### src/rtl/blake2s_block_buf_pkg.sv
// Shared constants, state encoding and byte-placement helpers for the BLAKE2s
// message block buffer.
package blake2s_pkg;

   localparam int BB  = 64;   // block size in bytes
   localparam int W   = 32;   // message word width
   localparam int T_W = 64;   // byte counter width

   typedef enum logic {
      FILL = 1'b0,
      FULL = 1'b1
   } state_t;

   // message word holding byte position idx
   function automatic logic [3:0] word_of(input logic [5:0] idx);
      return idx[5:2];
   endfunction

   // little-endian byte lane inside that word
   function automatic logic [1:0] lane_of(input logic [5:0] idx);
      return idx[1:0];
   endfunction

   // bit offset of byte position idx inside the 512-bit block
   function automatic logic [8:0] byte_lsb(input logic [5:0] idx);
      return 9'(word_of(idx)) * 9'(W) + 9'(lane_of(idx)) * 9'd8;
   endfunction

endpackage

### src/rtl/blake2s_block_buf_if.sv
// Byte stream in, block handshake out. The buffer takes the slave side; the
// host/core environment takes the master side.
interface blake2s_block_buf_if;
   import blake2s_pkg::*;

   logic              data_v_i;
   logic [7:0]        data_i;
   logic [5:0]        data_idx_i;
   logic              block_first_i;
   logic              block_last_i;
   logic [T_W-1:0]    ll_i;
   logic              ready_v_o;
   logic              blk_v_o;
   logic              blk_ready_i;
   logic [BB*8-1:0]   m_o;
   logic [T_W-1:0]    t_o;
   logic              first_o;
   logic              last_o;
   logic              ovf_o;

   modport slave (
      input  data_v_i, data_i, data_idx_i, block_first_i, block_last_i, ll_i,
      input  blk_ready_i,
      output ready_v_o, blk_v_o, m_o, t_o, first_o, last_o, ovf_o
   );

   modport master (
      output data_v_i, data_i, data_idx_i, block_first_i, block_last_i, ll_i,
      output blk_ready_i,
      input  ready_v_o, blk_v_o, m_o, t_o, first_o, last_o, ovf_o
   );

endinterface

### src/rtl/blake2s_block_buf_t_counter.sv
// BLAKE2s byte counter: running t_acc plus the per-block t value. A first
// block restarts the count, a last block reports the exact message length.
module blake2s_t_counter
   import blake2s_pkg::*;
(
   input  logic           clk,
   input  logic           nreset,
   input  logic           load,
   input  logic           first,
   input  logic           last,
   input  logic [T_W-1:0] ll,
   output logic [T_W-1:0] t
);

   logic [T_W-1:0] t_acc;
   logic [T_W-1:0] base;
   logic [T_W-1:0] sum;

   assign base = first ? '0 : t_acc;
   assign sum  = base + T_W'(BB);   // wraps modulo 2^64

   // update counter when a block completes
   always_ff @(posedge clk or negedge nreset) begin
      if (!nreset) begin
         t_acc <= '0;
         t     <= '0;
      end else if (load) begin
         if (last) begin
            t <= ll;
         end else begin
            t     <= sum;
            t_acc <= sum;
         end
      end
   end

endmodule

### src/rtl/blake2s_block_buf.sv
// BLAKE2s message block buffer: assembles 64 indexed bytes into sixteen
// little-endian words and offers the block to the compression core.
// Optional macro BLAKE2S_BLOCK_BUF_ZERO_PAD_EN: zero the tail lanes of a last
// block beyond the message length, so the host may send any padding.
//
// state | meaning
// FILL  | accepting bytes; byte at index 63 closes the block
// FULL  | block offered to core; incoming bytes dropped and flagged
module blake2s_block_buf
   import blake2s_pkg::*;
(
   input  logic              clk,
   input  logic              nreset,
   blake2s_block_buf_if.slave bus
);

   state_t            state;
   logic [BB*8-1:0]   m_q;
   logic [BB*8-1:0]   m_nxt;
   logic              blk_v_q;
   logic              ready_q;
   logic              first_q;
   logic              last_q;
   logic              ovf_q;
   logic              done;
   logic [T_W-1:0]    t_q;

   assign done = (state == FILL) && bus.data_v_i && (bus.data_idx_i == 6'd63);

   // next block contents: place the incoming byte, then pad the tail of a last block
   always_comb begin
      m_nxt = m_q;
      if ((state == FILL) && bus.data_v_i)
         m_nxt[byte_lsb(bus.data_idx_i) +: 8] = bus.data_i;
`ifdef BLAKE2S_BLOCK_BUF_ZERO_PAD_EN
      // a nonzero length that is a multiple of 64 fills the last block completely
      if (done && bus.block_last_i &&
          !((bus.ll_i[5:0] == 6'd0) && (bus.ll_i != '0))) begin
         for (int b = 0; b < BB; b++) begin
            if (7'(b) >= {1'b0, bus.ll_i[5:0]})
               m_nxt[b*8 +: 8] = 8'h00;
         end
      end
`endif
   end

   // fill/full sequencing with registered handshake outputs
   always_ff @(posedge clk or negedge nreset) begin
      if (!nreset) begin
         state   <= FILL;
         m_q     <= '0;
         blk_v_q <= 1'b0;
         ready_q <= 1'b1;
         first_q <= 1'b0;
         last_q  <= 1'b0;
         ovf_q   <= 1'b0;
      end else begin
         case (state)
            FILL: begin
               m_q <= m_nxt;
               if (done) begin
                  state   <= FULL;
                  blk_v_q <= 1'b1;
                  ready_q <= 1'b0;
                  first_q <= bus.block_first_i;
                  last_q  <= bus.block_last_i;
               end
            end
            FULL: begin
               if (bus.data_v_i)
                  ovf_q <= 1'b1;
               if (blk_v_q && bus.blk_ready_i) begin
                  state   <= FILL;
                  blk_v_q <= 1'b0;
                  ready_q <= 1'b1;
               end
            end
            default: state <= FILL;
         endcase
      end
   end

   blake2s_t_counter u_t_counter (
      .clk    (clk),
      .nreset (nreset),
      .load   (done),
      .first  (bus.block_first_i),
      .last   (bus.block_last_i),
      .ll     (bus.ll_i),
      .t      (t_q)
   );

   assign bus.m_o       = m_q;
   assign bus.t_o       = t_q;
   assign bus.blk_v_o   = blk_v_q;
   assign bus.ready_v_o = ready_q;
   assign bus.first_o   = first_q;
   assign bus.last_o    = last_q;
   assign bus.ovf_o     = ovf_q;

endmodule

### src/flat_wrapper.sv
// flat-port wrapper written by rule: the top's interface ports become plain ports
module blake2s_block_buf_flat import blake2s_pkg::*;
  (clk, nreset, bus_data_v_i, bus_data_i, bus_data_idx_i, bus_block_first_i, bus_block_last_i, bus_ll_i, bus_blk_ready_i, bus_ready_v_o, bus_blk_v_o, bus_m_o, bus_t_o, bus_first_o, bus_last_o, bus_ovf_o);
  blake2s_block_buf_if bus_i ();
  input  logic clk;
  input  logic nreset;
  input wire logic [$bits(bus_i.data_v_i)-1:0] bus_data_v_i;
  input wire logic [$bits(bus_i.data_i)-1:0] bus_data_i;
  input wire logic [$bits(bus_i.data_idx_i)-1:0] bus_data_idx_i;
  input wire logic [$bits(bus_i.block_first_i)-1:0] bus_block_first_i;
  input wire logic [$bits(bus_i.block_last_i)-1:0] bus_block_last_i;
  input wire logic [$bits(bus_i.ll_i)-1:0] bus_ll_i;
  input wire logic [$bits(bus_i.blk_ready_i)-1:0] bus_blk_ready_i;
  output wire logic [$bits(bus_i.ready_v_o)-1:0] bus_ready_v_o;
  output wire logic [$bits(bus_i.blk_v_o)-1:0] bus_blk_v_o;
  output wire logic [$bits(bus_i.m_o)-1:0] bus_m_o;
  output wire logic [$bits(bus_i.t_o)-1:0] bus_t_o;
  output wire logic [$bits(bus_i.first_o)-1:0] bus_first_o;
  output wire logic [$bits(bus_i.last_o)-1:0] bus_last_o;
  output wire logic [$bits(bus_i.ovf_o)-1:0] bus_ovf_o;
  assign bus_i.data_v_i = bus_data_v_i;
  assign bus_i.data_i = bus_data_i;
  assign bus_i.data_idx_i = bus_data_idx_i;
  assign bus_i.block_first_i = bus_block_first_i;
  assign bus_i.block_last_i = bus_block_last_i;
  assign bus_i.ll_i = bus_ll_i;
  assign bus_i.blk_ready_i = bus_blk_ready_i;
  assign bus_ready_v_o = bus_i.ready_v_o;
  assign bus_blk_v_o = bus_i.blk_v_o;
  assign bus_m_o = bus_i.m_o;
  assign bus_t_o = bus_i.t_o;
  assign bus_first_o = bus_i.first_o;
  assign bus_last_o = bus_i.last_o;
  assign bus_ovf_o = bus_i.ovf_o;
  blake2s_block_buf u_core (.clk(clk), .nreset(nreset), .bus(bus_i));
endmodule
### config.mk
export PLATFORM = sky130hd
export DESIGN_NAME = blake2s_block_buf_flat
export DESIGN_NICKNAME = d
export VERILOG_FILES = /design/src/rtl/blake2s_block_buf_pkg.sv /design/src/rtl/blake2s_block_buf_if.sv /design/src/rtl/blake2s_block_buf_t_counter.sv /design/src/rtl/blake2s_block_buf.sv /design/src/flat_wrapper.sv
export SDC_FILE = /design/constraint.sdc
export NUM_CORES = 1
export LEC_CHECK = 0
export CORE_AREA = 4 4 258 260
export CTS_BUF_LIST = sky130_fd_sc_hd__clkbuf_16
export CTS_CLUSTER_DIAMETER = 30
export DETAILED_ROUTE_END_ITERATION = 8
export DIE_AREA = 0 0 262 264
export DONT_BUFFER_PORTS = 1
export HOLD_SLACK_MARGIN = 0.02
export SYNTH_ARGS = -nofsm -noshare
export SYNTH_HDL_FRONTEND = slang
export SYNTH_SLANG_ARGS = --single-unit
### constraint.sdc
create_clock -name clk -period 6.95 [get_ports clk]
set_clock_uncertainty 0.1 [all_clocks]
set_input_delay 1.0425 -clock clk [delete_from_list [all_inputs] [get_ports clk]]
set_output_delay 1.0425 -clock clk [all_outputs]
set_load 0.02 [all_outputs]
After elaboration in Yosys (flattened, before gate mapping)
Index checks and enable logic that the tools add are counted.
Widths: inputs -> output; s select.
{"block": "word_totals", "register_bits": 646}
{"block": "classes", "n_addsub": 3, "n_eq_ne": 3, "bitwise_logic": 2, "muxes": 12, "shifts": 2, "reduce_logical": 8}
{"op": "$bwmux 512", "count": 1}
{"op": "$shift 8x11->512 const A", "count": 1}
{"op": "$shiftx 8x11->512", "count": 1}
{"op": "$mux 64", "count": 2}
{"op": "$add 64x7->64 const B", "count": 1}
{"op": "$neg 9->11", "count": 1}
{"op": "$reduce_and 2->1", "count": 5}
{"op": "$add 9x5->9", "count": 1}
{"op": "$eq 6x6->1 const B", "count": 1}
{"op": "$mux 1", "count": 6}
{"op": "$pmux 1 s2", "count": 3}
{"op": "$logic_and 1x1->1", "count": 3}
{"op": "$ne 2x1->1 const B", "count": 1}
{"op": "$ne 2x2->1 const B", "count": 1}
{"op": "$not 1->1", "count": 2}

Longest topological paths before layout
{"block": "depth", "word_depth": 5, "ltp_mapped": 15, "ltp_nobuf": 8}

Hierarchy
From an unflattened synthesis, not the netlist that was laid out.
{"block": "hier_totals", "hier_cells": 2312, "hier_area_um2": 28543.6}
{"mod": "blake2s_block_buf", "area_each_um2": 20995.1, "n_inst": 1, "cells_each": 1424}
{"mod": "blake2s_t_counter", "area_each_um2": 7548.5, "n_inst": 1, "cells_each": 888}

Least setup slack after synthesis
OpenSTA, ideal clock, no wires.
{"block": "synth_path", "path_type": "input -> register", "startpoint": "input port bus_block_first_i", "endpoint": "register u_core.u_t_counter.t[52]", "stages": 15, "n_path_buf": 7, "setup_time_ns": 0.076, "required_time_ns": 6.774, "arrival_time_ns": 3.947, "setup_slack_ns": 2.827, "path_cell_list": "buf_2 -> buf_2 -> clkbuf_1 -> clkbuf_1 -> clkbuf_1 -> clkbuf_1 -> nor2b_1 -> ha_1 -> and3_1 -> and4_1 -> buf_2 -> nand4_1 -> or4_1 -> and3_1 -> o21ai_1"}
{"block": "synth_via", "elab_chain_cells": 3}
{"element": "from (decl)", "line_no": "flat_wrapper.sv:10", "source": "input wire logic [$bits(bus_i.block_first_i)-1:0] bus_block_first_i;"}
{"element": "$mux 64", "line_no": "blake2s_block_buf_t_counter.sv:19", "source": "assign base = first ? '0 : t_acc;"}
{"element": "$add 64x7->64", "line_no": "blake2s_block_buf_t_counter.sv:20", "source": "assign sum = base + T_W'(BB);"}
{"element": "$mux 64", "line_no": "blake2s_block_buf_t_counter.sv:28", "source": "if (last) begin"}
{"element": "to (signal assigned)", "line_no": "blake2s_block_buf_t_counter.sv:29", "source": "t <= ll;"}
{"element": "to (signal assigned)", "line_no": "blake2s_block_buf_t_counter.sv:31", "source": "t <= sum;"}
{"element": "to (decl)", "line_no": "blake2s_block_buf_t_counter.sv:12", "source": "output logic [T_W-1:0] t"}
No other way between the ends.
A chain may end at the register's enable or synchronous reset.

Worst setup path in the final report
{"block": "layout_path", "startpoint": "register u_core.state", "endpoint": "register u_core.u_t_counter.t_acc[48]"}
{"block": "layout_via", "elab_chain_cells": 4}
{"element": "from (decl)", "line_no": "blake2s_block_buf.sv:17", "source": "state_t state;"}
{"element": "from (signal assigned)", "line_no": "blake2s_block_buf.sv:50", "source": "state <= FILL;"}
{"element": "from (signal assigned)", "line_no": "blake2s_block_buf.sv:62", "source": "state <= FULL;"}
{"element": "from (signal assigned)", "line_no": "blake2s_block_buf.sv:73", "source": "state <= FILL;"}
{"element": "$not 1->1 (no source line)"}
{"element": "$logic_and 1x1->1 (2 in series)", "line_no": "blake2s_block_buf.sv:28", "source": "assign done = (state == FILL) && bus.data_v_i && (bus.data_idx_i == 6'd63);"}
{"element": "$reduce_and 2->1 (no source line)"}
{"element": "to (signal assigned)", "line_no": "blake2s_block_buf_t_counter.sv:32", "source": "t_acc <= sum;"}
{"element": "to (decl)", "line_no": "blake2s_block_buf_t_counter.sv:15", "source": "logic [T_W-1:0] t_acc;"}
No other way between the ends.

==> impl_metrics.env <==
export IMPL_post_cts_sizing_count=0
export IMPL_io_pin_count=665
export IMPL_vias=19480
export IMPL_cp_class="reg2reg"
export IMPL_maxSlewHeadroom_pct=-68.33
export IMPL_postSynthCellCount=2322
export IMPL_drt_drc_violations_left=0
export IMPL_wire_length_of_the_first_global_routing_pass_um=137400
export IMPL_internal_power_uw=8504
export IMPL_antenna_found_initial=3
export IMPL_holdCritPathClass="in2async"
export IMPL_cts_tree="yes"
export IMPL_synthMostInstantiatedCell="sky130_fd_sc_hd__dfrtp_1"
export IMPL_crit_arrival_ns=4.35
export IMPL_drt_first_pass_iters=5
export IMPL_placed_area_um2=28920
export IMPL_critPathCaptureType="flop"
export IMPL_postSynthRegisterBits=646
export IMPL_die_area_um2=69170
export IMPL_design_core_area_um2=64120
export IMPL_finalSetupViolCount=0
export IMPL_rows=93
export IMPL_fillCellCount=5448
export IMPL_dominantRegCellSynth="sky130_fd_sc_hd__dfrtp_1"
export IMPL_layout_cell_area_non_filler_um2=33330
export IMPL_layout_worst_path_cycle_share_pct=55.14
export IMPL_critical_path_max_stage_delay_ns=1.03
export IMPL_grtUsageTotal_pct=26.59
export IMPL_synth_top_cell_area_share_pct=57.15
export IMPL_timing_final_crit_period_ns=3.832
export IMPL_fp_dieH_um=264
export IMPL_clockBufferDepth=3
export IMPL_ys_seq_area_share_pct=57.24
export IMPL_clock_sink_count=646
export IMPL_grt_remaining_overflow=0
export IMPL_antenna_cells_inserted=0
export IMPL_grt_pass1_vias=19770
export IMPL_grt_start_max_net_pins=647
export IMPL_layout_core_utilization_pct=51.98
export IMPL_fmax_ghz=0.2609
export IMPL_post_cts_setup_buffer_count=0
export IMPL_finalWirelength_um=94970
export IMPL_clock_power_share_pct=53.6
export IMPL_cts_htree_levels=4
export IMPL_maxCapViolCount=0
export IMPL_timing_critical_path_required_ns=7.47
export IMPL_share_comb_of_total_power_pct=4.3
export IMPL_worst_path_max_delay_cell="sky130_fd_sc_hd__and4_2"
export IMPL_initial_drc_count=1405
export IMPL_share_of_total_power_consumed_by_net_switching_pct=26.40
export IMPL_tritoncts_buffer_count=131
export IMPL_timing_hold_violations_final=0
export IMPL_clk_transition_reported_paths_ns=0.05
export IMPL_violations="max-slew violations"
export IMPL_yosysTopAreaCell="sky130_fd_sc_hd__dfrtp_1"
export IMPL_pre_cts_ws_ns=2.477
export IMPL_area_delta_synth_final_pct=17.99
export IMPL_place_hpwl_um=66230
export IMPL_worst_setup_path_startpoint="u_core.state"
export IMPL_biggest_area_contributors_in_the_synthesized_netlist="sky130_fd_sc_hd__dfrtp_1 (57%), sky130_fd_sc_hd__mux2_2 (19%), sky130_fd_sc_hd__nand2_1 (3.0%), sky130_fd_sc_hd__o21ai_0 (2.1%), sky130_fd_sc_hd__nor2_1 (1.3%)"
export IMPL_synth_net_count=2410
export IMPL_r2r_start="u_core.state"
export IMPL_yosys_warnings=0
export IMPL_finish_net_count=2430
export IMPL_route_detailed_wl_per_inst_um=28.78
export IMPL_cpLargestDelayFamily="simple AND/OR/NAND/NOR gates"
export IMPL_final_max_slew_viol_count=273
export IMPL_post_synth_edffs=0
export IMPL_async_flop_share_pct=100.0
export IMPL_largest_reg_flops=512
export IMPL_port_buffers=0
export IMPL_insertion_delay_of_the_later_clocked_pin_in_the_worst_skew_pair_ns=0.68
export IMPL_outcome="complete, but fails checks"
export IMPL_clock_tree_root_cell="sky130_fd_sc_hd__clkbuf_16"
export IMPL_max_slew_worst_pin_slew_ns=2.525
export IMPL_pwr_density_cell_nw_per_um2=346.7
export IMPL_vdd_ir_drop_max_uv=207.9
export IMPL_synth_cells_most_frequent="sky130_fd_sc_hd__dfrtp_1 (645), sky130_fd_sc_hd__mux2_2 (466), sky130_fd_sc_hd__nand2_1 (228)"
export IMPL_setup_tns_ns=0
export IMPL_rsz_0062_raised_after_global_routing="no"
export IMPL_series_of_cell_instances_along_the_critical_path="nor2b_1 > and4_2 > nand2_4 > buf_4 > or3_1 > nor3_1 > a211o_1"
export IMPL_worst_slack_ns=3.118
export IMPL_total_switching_power_uw=3051
export IMPL_final_layout_size_suffix_gt1_share_pct=30.22
export IMPL_number_of_buffer_and_inverter_stages_on_the_critical_path=1
export IMPL_p_leak_uw=0.01550
export IMPL_die_width_um=262
export IMPL_synthesis_area_um2=28240
export IMPL_place_gp_congestion=0.8959
export IMPL_start_util_pct=44.05
export IMPL_critPathLaunchType="flop"
export IMPL_ys_types=69
export IMPL_postSynthAreaPerCell_um2=12.16
export IMPL_timing_hold_ws_ns=0.04133
export IMPL_postRouteAntennaNets=0
export IMPL_seqPwrFrac_pct=42.1
export IMPL_avgViaCountPerCell=5.903
export IMPL_critical_path_max_fanout=62
-- path summary, 6_finish.rpt --
kind,endpoint,slack [ns],depth (start not counted)
max,u_core.u_t_counter.t_acc[48],3.12,7
min,u_core.bus.m_o[461],0.04,0
max reg2reg,u_core.u_t_counter.t_acc[48],3.12,7
min reg2reg,u_core.u_t_counter.t_acc[3],0.38,1
max in group asynchronous,u_core.bus.m_o[248],4.78,0
min in group clk,u_core.u_t_counter.t_acc[47],0.37,1
-- cells by family (layout without fill, tap and decap cells) --
kind of cell	after synthesis	in the layout	share of synthesized area (%)
xor+xnor	48	48	1.568
flops	646	646	57.24
buf+inv	136	259	1.936
mux	481	481	19.11
compound gates	258	258	5.303
fa+ha+maj	4	4	0.1772
simple gates	749	749	14.66
-- power by group through the flow --
stage	Clock [uW]	Combinational, uW	Sequential [uW]
2_1_floorplan	0	424	4760
3_3_place_gp	0	454	4920
3_5_place_dp	0	480	4930
4_1_cts	6250	482	4870
5_1_grt	6460	558	4900
6_report	6190	500	4870
-- placed cells by master (no fill, tap or decap), types with 15 or more instances in the layout --
cell type and instances:
sky130_fd_sc_hd__nand3_1 59, sky130_fd_sc_hd__dfrtp_1 645, sky130_fd_sc_hd__a21oi_1 63, sky130_fd_sc_hd__bufinv_16 17, sky130_fd_sc_hd__inv_1 26, sky130_fd_sc_hd__nand2b_1 27
sky130_fd_sc_hd__o21ai_0 117, sky130_fd_sc_hd__clkinv_1 24, sky130_fd_sc_hd__and2_1 52, sky130_fd_sc_hd__nor2_2 18, sky130_fd_sc_hd__nor3_1 47, sky130_fd_sc_hd__nand4_1 31
sky130_fd_sc_hd__nand2_1 227, sky130_fd_sc_hd__mux2i_1 15, sky130_fd_sc_hd__mux2_2 466, sky130_fd_sc_hd__clkbuf_16 134, sky130_fd_sc_hd__o31ai_1 27, sky130_fd_sc_hd__and3_1 33
sky130_fd_sc_hd__nor2_1 98, sky130_fd_sc_hd__xnor2_1 38, sky130_fd_sc_hd__clkinv_2 18, sky130_fd_sc_hd__nor4_1 20, sky130_fd_sc_hd__nor2b_1 31
-- cell type report --
type                            instances  area [um2]  area share, %
Sequential cell                       646       16170          48.51
Multi-Input combinational cell       1540       11560          34.69
Clock buffer                          134        3353          10.06
Tap cell                              855        1070          3.210
Clock inverter                        102        1026          3.079
Timing Repair Buffer                   11       102.6         0.3079
Inverter                               12       45.04         0.1352
-- routing by layer --
metal | global-route usage (%) | wire, um | vias up
met2 | 44.50 | 47200 | 866
met1 | 31.67 | 35340 | 10100
li1 | - | - | 8337
met3 | 9.462 | 9327 | 177
met4 | 9.717 | 3104 | 0
met5 | 0 | 0 | -
-- worst reg2reg max path, cell delays in order (launching register included) --
cell and delay [ns]:
sky130_fd_sc_hd__dfrtp_1 0.42, sky130_fd_sc_hd__nor2b_1 0.42, sky130_fd_sc_hd__and4_2 1.03, sky130_fd_sc_hd__nand2_4 0.61, sky130_fd_sc_hd__buf_4 0.53, sky130_fd_sc_hd__or3_1 0.40
sky130_fd_sc_hd__nor3_1 0.15, sky130_fd_sc_hd__a211o_1 0.12
-- through the flow --
step / instances / power (uW)
finish: 3300 / 11550
global route: 3300 / 11910
CTS: 3299 / 11610
detailed placement: 3063 / 5407
global placement: 3063 / 5374
floorplan: 2322 / 5181
Power figures use the tool's default switching activity.
